[src/rtl/mem_map_ctrl_pkg.sv]
// Shared constants for the memory-map controller: FSM states,
// region indices and the per-region wait-field width.
package mem_map_ctrl_pkg;

  localparam int WAIT_W = 4;

  localparam logic [1:0] IDLE   = 2'd0;
  localparam logic [1:0] ACCESS = 2'd1;
  localparam logic [1:0] RESP   = 2'd2;

  localparam int RGN_DATA  = 0;
  localparam int RGN_STACK = 1;
  localparam int RGN_VGA   = 2;
  localparam int RGN_IO    = 3;

endpackage

[src/rtl/mem_map_ctrl_wait_cnt.sv]
// Down-counter timing the ACCESS phase; zero flags the last
// wait cycle of a region access.
module mem_map_wait_cnt
  import mem_map_ctrl_pkg::*;
(
  input  logic              clk,
  input  logic              reset,
  input  logic              load,
  input  logic              dec,
  input  logic [WAIT_W-1:0] value,
  output logic              zero
);

  logic [WAIT_W-1:0] count_q, count_d;

  always_comb begin
    count_d = count_q;
    if (load) begin
      count_d = value;
    end else if (dec && count_q != '0) begin
      count_d = count_q - 1'b1;
    end
  end

  always_ff @(posedge clk or posedge reset) begin
    if (reset) begin
      count_q <= '0;
    end else begin
      count_q <= count_d;
    end
  end

  assign zero = (count_q == '0);

endmodule

[src/rtl/mem_map_ctrl.sv]
// CPU-to-region memory map controller with per-region wait states.
// Define MEM_MAP_CTRL_FAULT_EN to add sticky invalid-region fault capture.
module mem_map_ctrl
  import mem_map_ctrl_pkg::*;
#(
  parameter int                     WIDTH     = 32,
  parameter int                     ADDR_W    = 16,
  parameter int                     LOCAL_W   = 14,
  parameter int                     NREG      = 4,
  parameter logic [NREG*WAIT_W-1:0] WAITS     = {4'd3, 4'd1, 4'd1, 4'd1},
  parameter logic [NREG-1:0]        REG_VALID = 4'b1111
) (
  input  logic                  clk,
  input  logic                  reset,
  input  logic                  req,
  input  logic                  we,
  input  logic [ADDR_W-1:0]     addr,
  input  logic [WIDTH-1:0]      wdata,
  output logic [WIDTH-1:0]      rdata,
  output logic                  ready,
  output logic                  busy,
  output logic [LOCAL_W-1:0]    rgn_addr,
  output logic [WIDTH-1:0]      rgn_wdata,
  output logic [NREG-1:0]       rgn_en,
  output logic [NREG-1:0]       rgn_we,
  input  logic [NREG*WIDTH-1:0] rgn_rdata
`ifdef MEM_MAP_CTRL_FAULT_EN
  ,
  output logic                  fault,
  output logic [ADDR_W-1:0]     fault_addr
`endif
);

  localparam int RW = ADDR_W - LOCAL_W;

  logic [1:0]         state_q, state_d;
  logic [RW-1:0]      rgn_q, rgn_d;
  logic               we_q, we_d;
  logic               first_q, first_d;
  logic [LOCAL_W-1:0] addr_q, addr_d;
  logic [WIDTH-1:0]   wdata_q, wdata_d;
  logic [WIDTH-1:0]   rdata_q, rdata_d;

  logic [RW-1:0]      req_rgn;
  logic [WAIT_W-1:0]  cnt_val;
  logic               cnt_load, cnt_dec, cnt_zero;
  logic               hit_ok;
  logic               in_access;
  logic [NREG-1:0]    sel;

  assign req_rgn   = addr[ADDR_W-1:LOCAL_W];
  assign hit_ok    = REG_VALID[rgn_q];
  assign in_access = (state_q == ACCESS);
  assign sel       = {{(NREG-1){1'b0}}, 1'b1} << rgn_q;

  // Unmapped regions complete with no wait states.
  assign cnt_val = REG_VALID[req_rgn] ?
                   WAITS[req_rgn*WAIT_W +: WAIT_W] : '0;

  always_comb begin
    state_d  = state_q;
    rgn_d    = rgn_q;
    we_d     = we_q;
    first_d  = first_q;
    addr_d   = addr_q;
    wdata_d  = wdata_q;
    rdata_d  = rdata_q;
    cnt_load = 1'b0;
    cnt_dec  = 1'b0;
    case (state_q)
      IDLE: begin
        if (req) begin
          rgn_d    = req_rgn;
          we_d     = we;
          addr_d   = addr[LOCAL_W-1:0];
          wdata_d  = wdata;
          first_d  = 1'b1;
          cnt_load = 1'b1;
          state_d  = ACCESS;
        end
      end
      ACCESS: begin
        first_d = 1'b0;
        if (cnt_zero) begin
          state_d = RESP;
          if (!we_q) begin
            rdata_d = hit_ok ?
                      rgn_rdata[rgn_q*WIDTH +: WIDTH] : '0;
          end
        end else begin
          cnt_dec = 1'b1;
        end
      end
      RESP: begin
        state_d = IDLE;
      end
      default: begin
        state_d = IDLE;
      end
    endcase
  end

  always_ff @(posedge clk or posedge reset) begin
    if (reset) begin
      state_q <= IDLE;
      rgn_q   <= '0;
      we_q    <= 1'b0;
      first_q <= 1'b0;
      addr_q  <= '0;
      wdata_q <= '0;
      rdata_q <= '0;
    end else begin
      state_q <= state_d;
      rgn_q   <= rgn_d;
      we_q    <= we_d;
      first_q <= first_d;
      addr_q  <= addr_d;
      wdata_q <= wdata_d;
      rdata_q <= rdata_d;
    end
  end

  mem_map_wait_cnt u_wait_cnt (
    .clk   (clk),
    .reset (reset),
    .load  (cnt_load),
    .dec   (cnt_dec),
    .value (cnt_val),
    .zero  (cnt_zero)
  );

  assign rdata     = rdata_q;
  assign ready     = (state_q == RESP);
  assign busy      = (state_q != IDLE);
  assign rgn_addr  = addr_q;
  assign rgn_wdata = wdata_q;
  assign rgn_en    = (in_access && hit_ok) ? sel : '0;
  assign rgn_we    = (in_access && hit_ok && first_q && we_q) ? sel : '0;

`ifdef MEM_MAP_CTRL_FAULT_EN
  logic              fault_q, fault_d;
  logic [ADDR_W-1:0] fault_addr_q, fault_addr_d;

  // Sticky: the first offending address is kept until reset.
  always_comb begin
    fault_d      = fault_q;
    fault_addr_d = fault_addr_q;
    if (in_access && cnt_zero && !hit_ok) begin
      fault_d = 1'b1;
      if (!fault_q) begin
        fault_addr_d = {rgn_q, addr_q};
      end
    end
  end

  always_ff @(posedge clk or posedge reset) begin
    if (reset) begin
      fault_q      <= 1'b0;
      fault_addr_q <= '0;
    end else begin
      fault_q      <= fault_d;
      fault_addr_q <= fault_addr_d;
    end
  end

  assign fault      = fault_q;
  assign fault_addr = fault_addr_q;
`endif

endmodule

[config.mk]
export PLATFORM = sky130hd
export DESIGN_NAME = mem_map_ctrl
export DESIGN_NICKNAME = d
export VERILOG_FILES = /design/src/rtl/mem_map_ctrl_pkg.sv /design/src/rtl/mem_map_ctrl_wait_cnt.sv /design/src/rtl/mem_map_ctrl.sv
export SDC_FILE = /design/constraint.sdc
export NUM_CORES = 1
export LEC_CHECK = 0
export ABC_AREA = 1
export BUFFER_PORTS_ARGS = -buffer_cell sky130_fd_sc_hd__buf_2
export CORE_MARGIN = 2
export CORE_UTILIZATION = 45
export CTS_CLUSTER_SIZE = 8
export DETAILED_ROUTE_END_ITERATION = 7
export GPL_TIMING_DRIVEN = 0
export PLACE_DENSITY = 0.82
export SYNTH_ARGS = -nofsm -noshare
export SYNTH_HDL_FRONTEND = slang
export SYNTH_SLANG_ARGS = --single-unit
[constraint.sdc]
create_clock -name clk -period 3.02 [get_ports clk]
set_clock_uncertainty 0.15 [all_clocks]
set_input_delay 0.151 -clock clk [delete_from_list [all_inputs] [get_ports clk]]
set_output_delay 0.151 -clock clk [all_outputs]
set_load 0.01 [all_outputs]
-- After elaboration in Yosys (flattened, before gate mapping)
Index checks and enable logic that the tools add are counted.
- add/subtract/negate cells: 1
- $lt $le $gt $ge: 2
- eq/ne operators: 4
- shift-type cells: 3
- multiplexer cells: 19
- bitwise logic cells: 1
- reductions and logical operators: 14
- operators by type and width (cell ; number):
    $shiftx 128x8->32 ; 1
    $mux 32 ; 1
    $mux 4 ; 5
    $shiftx 16x5->4 const A ; 1
    $mux 1 ; 7
    $lt 2x3->1 const B ; 2
    $reduce_and 2->1 ; 3
    $reduce_bool 2->1 ; 3
    $bmux 1 s2 ; 2
    $logic_and 1x1->1 ; 4
    $logic_not 4->1 ; 1
    $mux 2 ; 2
    $ne 2x2->1 const B ; 2
    $pmux 2 s2 ; 1
    $reduce_bool 4->1 ; 1
    $shl 1x2->4 const A ; 1
    $sub 4x1->4 const B ; 1
    $reduce_and 3->1 ; 1
    $eq 2x1->1 const B ; 1
    $eq 2x2->1 const B ; 1
    $logic_not 2->1 ; 1
    $pmux 1 s2 ; 1
    $not 1->1 ; 1
- register bits after elaboration: 88
- input bits: 180
- output and inout bits: 88
- logic and storage cells: 52

-- Depth between registers and ports, before layout
- word-level depth: 6
- mapped depth: 9

-- Hierarchy
A second synthesis with hierarchy kept.
- cell total of the unflattened synthesis: 734
- area, all modules: 4732.0 µm²
- by module, submodules not included (module ; times used ; cells each ; area each (µm²) ; sequential area each (µm²)):
    mem_map_ctrl ; 1 ; 687 ; 4433.0 ; 2102.0
    mem_map_wait_cnt ; 1 ; 47 ; 299.0 ; 100.1

-- Least setup slack after synthesis
No wires, ideal clock.
- kind: flip-flop to flip-flop
- start point: reg u_wait_cnt.count_q[0]
- end point: reg rdata_q[10] (netlist: rdata[10])
- library setup time: 0.116 ns
- arrival: 1.174 ns
- setup slack: 1.579 ns
- stages on the path, launching flop included: 9
- path through: dfrtp_1 inv_1 ha_1 nand2_2 nor2_2 nand2_2 buf_4 nand2_1 nand2_1
- longest elaborated chain between the ends: 2
- RTL lines (item ; line ; RTL):
    start, declared ; mem_map_ctrl_wait_cnt.sv:14 ; logic [WAIT_W-1:0] count_q, count_d;
    start signal, assigned ; mem_map_ctrl_wait_cnt.sv:29 ; count_q <= count_d;
    $logic_not 4->1 ; mem_map_ctrl_wait_cnt.sv:33 ; assign zero = (count_q == '0);
    $reduce_and 3->1 (no line) ; -- ;
    end signal, assigned ; mem_map_ctrl.sv:119 ; rdata_q <= rdata_d;
    end, declared ; mem_map_ctrl.sv:42 ; logic [WIDTH-1:0] rdata_q, rdata_d;
No other way between the ends.
A chain may end at the register's enable or synchronous reset.

-- Final worst setup path
- start point: reg rgn_q[0]
- end point: out rgn_en[0]
- longest elaborated chain between the ends: 4
- elaborated cells on any way between the ends: 5
- RTL lines (item ; line ; RTL):
    start, declared ; mem_map_ctrl.sv:37 ; logic [RW-1:0] rgn_q, rgn_d;
    start signal, assigned ; mem_map_ctrl.sv:114 ; rgn_q <= rgn_d;
    $bmux 1 s2 ; mem_map_ctrl.sv:52 ; assign hit_ok = REG_VALID[rgn_q];
    $mux 1 (implied by the code) ; mem_map_ctrl.sv:52 ;
    $logic_and 1x1->1 ; mem_map_ctrl.sv:137 ; assign rgn_en = (in_access && hit_ok) ? sel : '0;
    $mux 4 (*) ; mem_map_ctrl.sv:137 ;
    end, declared ; mem_map_ctrl.sv:24 ; output logic [NREG-1:0] rgn_en,
Mark *: on every way between the ends. The rest lies on a longest branch, timed or not. The select of a mux whose other input is x is not followed.

==> metrics.md <==
| Metric | Value |
|---|---|
| Ys flop type | `dfrtp_1` |
| Via density per instance | `4.77` |
| Final Hold Vio Count | `0` |
| H-tree Lvls | `3` |
| Placement Rows | `37` |
| CP delay by family, top | `buffers and inverters` |
| Outcome | `finished, final reports clean` |
| Global route overflow | `0` |
| Leak Pwr | `0.00435 uW` |
| Crit-path cells | `inv_2 > buf_4 > buf_2 > nand2_1 > nor2_1 > buf_2` |
| Die width | `106 um` |
| Crit path top cell by count | `buf_2` |
| Layout area overhead | `48.1%` |
| CP Capture Type | `output port` |
| Seq cells post-synth | `88` |
| Routed wire per std cell | `13.9 um` |
| Post-cts resize count | `0` |
| IO Pins | `268` |
| WP data arrival | `1.72 ns` |
| DRC | `0` |
| Clock Root Buffer | `clkbuf_8` |
| Fmax achieved | `0.494 GHz` |
| Fin worst setup slack | `0.997 ns` |
| Nets | `1228` |
| Synth warn | `0` |
| Post-DRT Antenna Nets | `0` |
| Fin Hold WS | `0.0174 ns` |
| Slew Limit Fails | `0` |
| Power per standard cell area | `925 mW/mm2` |
| Clock latency on the worst-skew pair | `0.36 ns` |
| All-Layer GR Usage | `0.293` |
| Buf/Inv on CP | `4` |
| Commonest non-fill, non-tap cells in the layout | `nand2_1, buf_2, dfrtp_1, dlygate4sd3_1, nor2_1` |
| Layout cell share with drive strength beyond 1 | `0.309` |
| Ys async rst share | `1.00` |
| Routed via count | `5672` |
| Largest net degree at the start of global routing | `69` |
| TritonCTS clock tree | `done` |
| Synthesized net count | `898` |
| Synth cell types | `17` |
| Crit share post-route | `0.670` |
| Most common cell after layout, fill and taps aside | `nand2_1` |
| Post-Syn Area | `0.00469 mm2` |
| Gate Count Post-Synth | `716` |
| Slew HR | `0.642` |
| First-pass GRT wire length | `26.0 mm` |
| Critical Path RT | `2.72 ns` |
| Worst slew pin tran | `0.537 ns` |
| Starting Density | `0.458` |
| DP Wirelength | `11.2 mm` |
| CTS Buf Count | `9` |
| Crit start category | `flop` |
| Area leader, netlist | `dfrtp_1` |
| Slowest cell on the critical path | `dfrtp_1` |
| Port-buffer cells | `267` |
| # fillers | `888` |
| Initial antenna violation count | `1` |
| # setup viols final | `0` |
| Total clock sinks | `88` |
| Die area | `0.0113 mm2` |
| DP Worst Slack | `1.39 ns` |
| Routed WL | `16.5 mm` |
| Die H | `106 um` |
| Worst VDD drop | `0.000541 V` |
| Slowest stage delay, CP | `0.45 ns` |
| Placer Congestion | `0.937` |
| Final Total Pwr | `6430 uW` |
| CP max FO | `10` |
| First drt pass iteration count | `7` |
| Core box area | `0.0102 mm2` |
| RSZ-0062 raised after global routing | `no` |
| Iter 0 DRT Violations | `411` |
| Mean post-synth cell area | `6.55 um2` |
| Vias in the first global route | `5428` |
| Clk buf depth | `2` |
| Worst-path clk slew | `0.10 ns` |
| Period minus WS final | `2.02 ns` |
| Synth top area share | `0.469` |
| Post-synthesis sequential area ratio | `0.469` |
| WS Path Type | `reg2out` |
| Max_cap viols | `0` |
| Top cells by area, synth | `dfrtp_1, nand2_1, buf_2, buf_4, nor2_1` |
| EDFF count, synth | `0` |
| Hold Path Class | `in2reg` |
-- worst min-delay path, delay by kind of cell --
| family | cells | cell delay, ns |
|---|---|---|
| and+or+nand+nor | 6 | 0.27 |
| buffers and inverters | 1 | 0.07 |
-- path summary, 6_finish.rpt --
| check | startpoint | end | slack [ns] | cells past startpoint |
|---|---|---|---|---|
| max | rgn_q[0] | rgn_en[0] | 1.0 | 6 |
| min | rgn_rdata[5] | rdata[5] | 0.02 | 7 |
| max reg2reg | u_wait_cnt.count_q[0] | rdata[9] | 1.38 | 7 |
| min reg2reg | rdata[18] | rdata[18] | 0.33 | 2 |
| max in group asynchronous | reset | rgn_wdata[9] | 1.94 | 4 |
| min in group asynchronous | reset | rdata[1] | 0.14 | 3 |
-- routing by layer --
layer | up-vias | part of all wire | GRT usage
li1 | 2793 | - | -
met1 | 2534 | 0.40 | 0.342
met2 | 287 | 0.49 | 0.516
met3 | 58 | 0.076 | 0.0681
met4 | 0 | 0.034 | 0.123
met5 | - | 0 | 0
-- state kept, by name, summed over array words and instances (netlist names) --
register	count
rgn_addr	14
first_q	1
state_q	2
u_wait_cnt.count_q	4
rgn_wdata	32
rdata	32
rgn_q	2
we_q	1
-- cell type report --
class	instances	area (um2)	share of cell area
plain buffers	38	214	0.0308
inverters	13	51.3	0.00738
repair buffers	319	1870	0.270
well taps	136	170	0.0245
clock inverters	7	82.6	0.0119
clock buffers	9	124	0.0178
multi-input cells	577	2230	0.320
diodes	1	2.50	0.000360
flip-flops and latches	88	2200	0.317
-- per-stage QoR --
step	instances	TNS (ns)	util	instance area [um2]
after detailed placement	1120	0	0.609	6230
after CTS	1187	0	0.679	6940
final	1188	0	0.679	6950
after floorplan	716	0	-	4690
after global placement	1119	-53.44	0.606	6200
after global routing	1188	0	0.679	6950
-- cell families (layout without fill, tap and decap cells) --
logic type / Yosys count / in the layout / synth area share
simple gates: 570 / 570 / 0.463
flops: 88 / 88 / 0.469
buf+inv: 51 / 386 / 0.0560
compound gates: 4 / 4 / 0.00427
fa+ha+maj: 2 / 2 / 0.00533
xor+xnor: 1 / 1 / 0.00187
other cells: 0 / 1 / 0
-- synthesized netlist by cell type, types with 2 or more instances --
cell,n
buf_2,24
buf_4,7
buf_6,2
clkbuf_1,5
dfrtp_1,88
ha_1,2
inv_1,10
inv_2,2
nand2_1,545
nand2_2,3
nand3_1,8
nor2_1,12
o21ai_0,4
-- power breakdown --
group / switching [uW] / internal, uW
clock: 473 / 398
sequential: 335 / 1740
combinational: 2210 / 1270
-- timing repair --
item / in CTS / in global routing
hold buffers: 51 / 0
buffers inserted: 0 / 0
hold endpoints to repair: 138 / 0
Power figures use the tool's default switching activity.
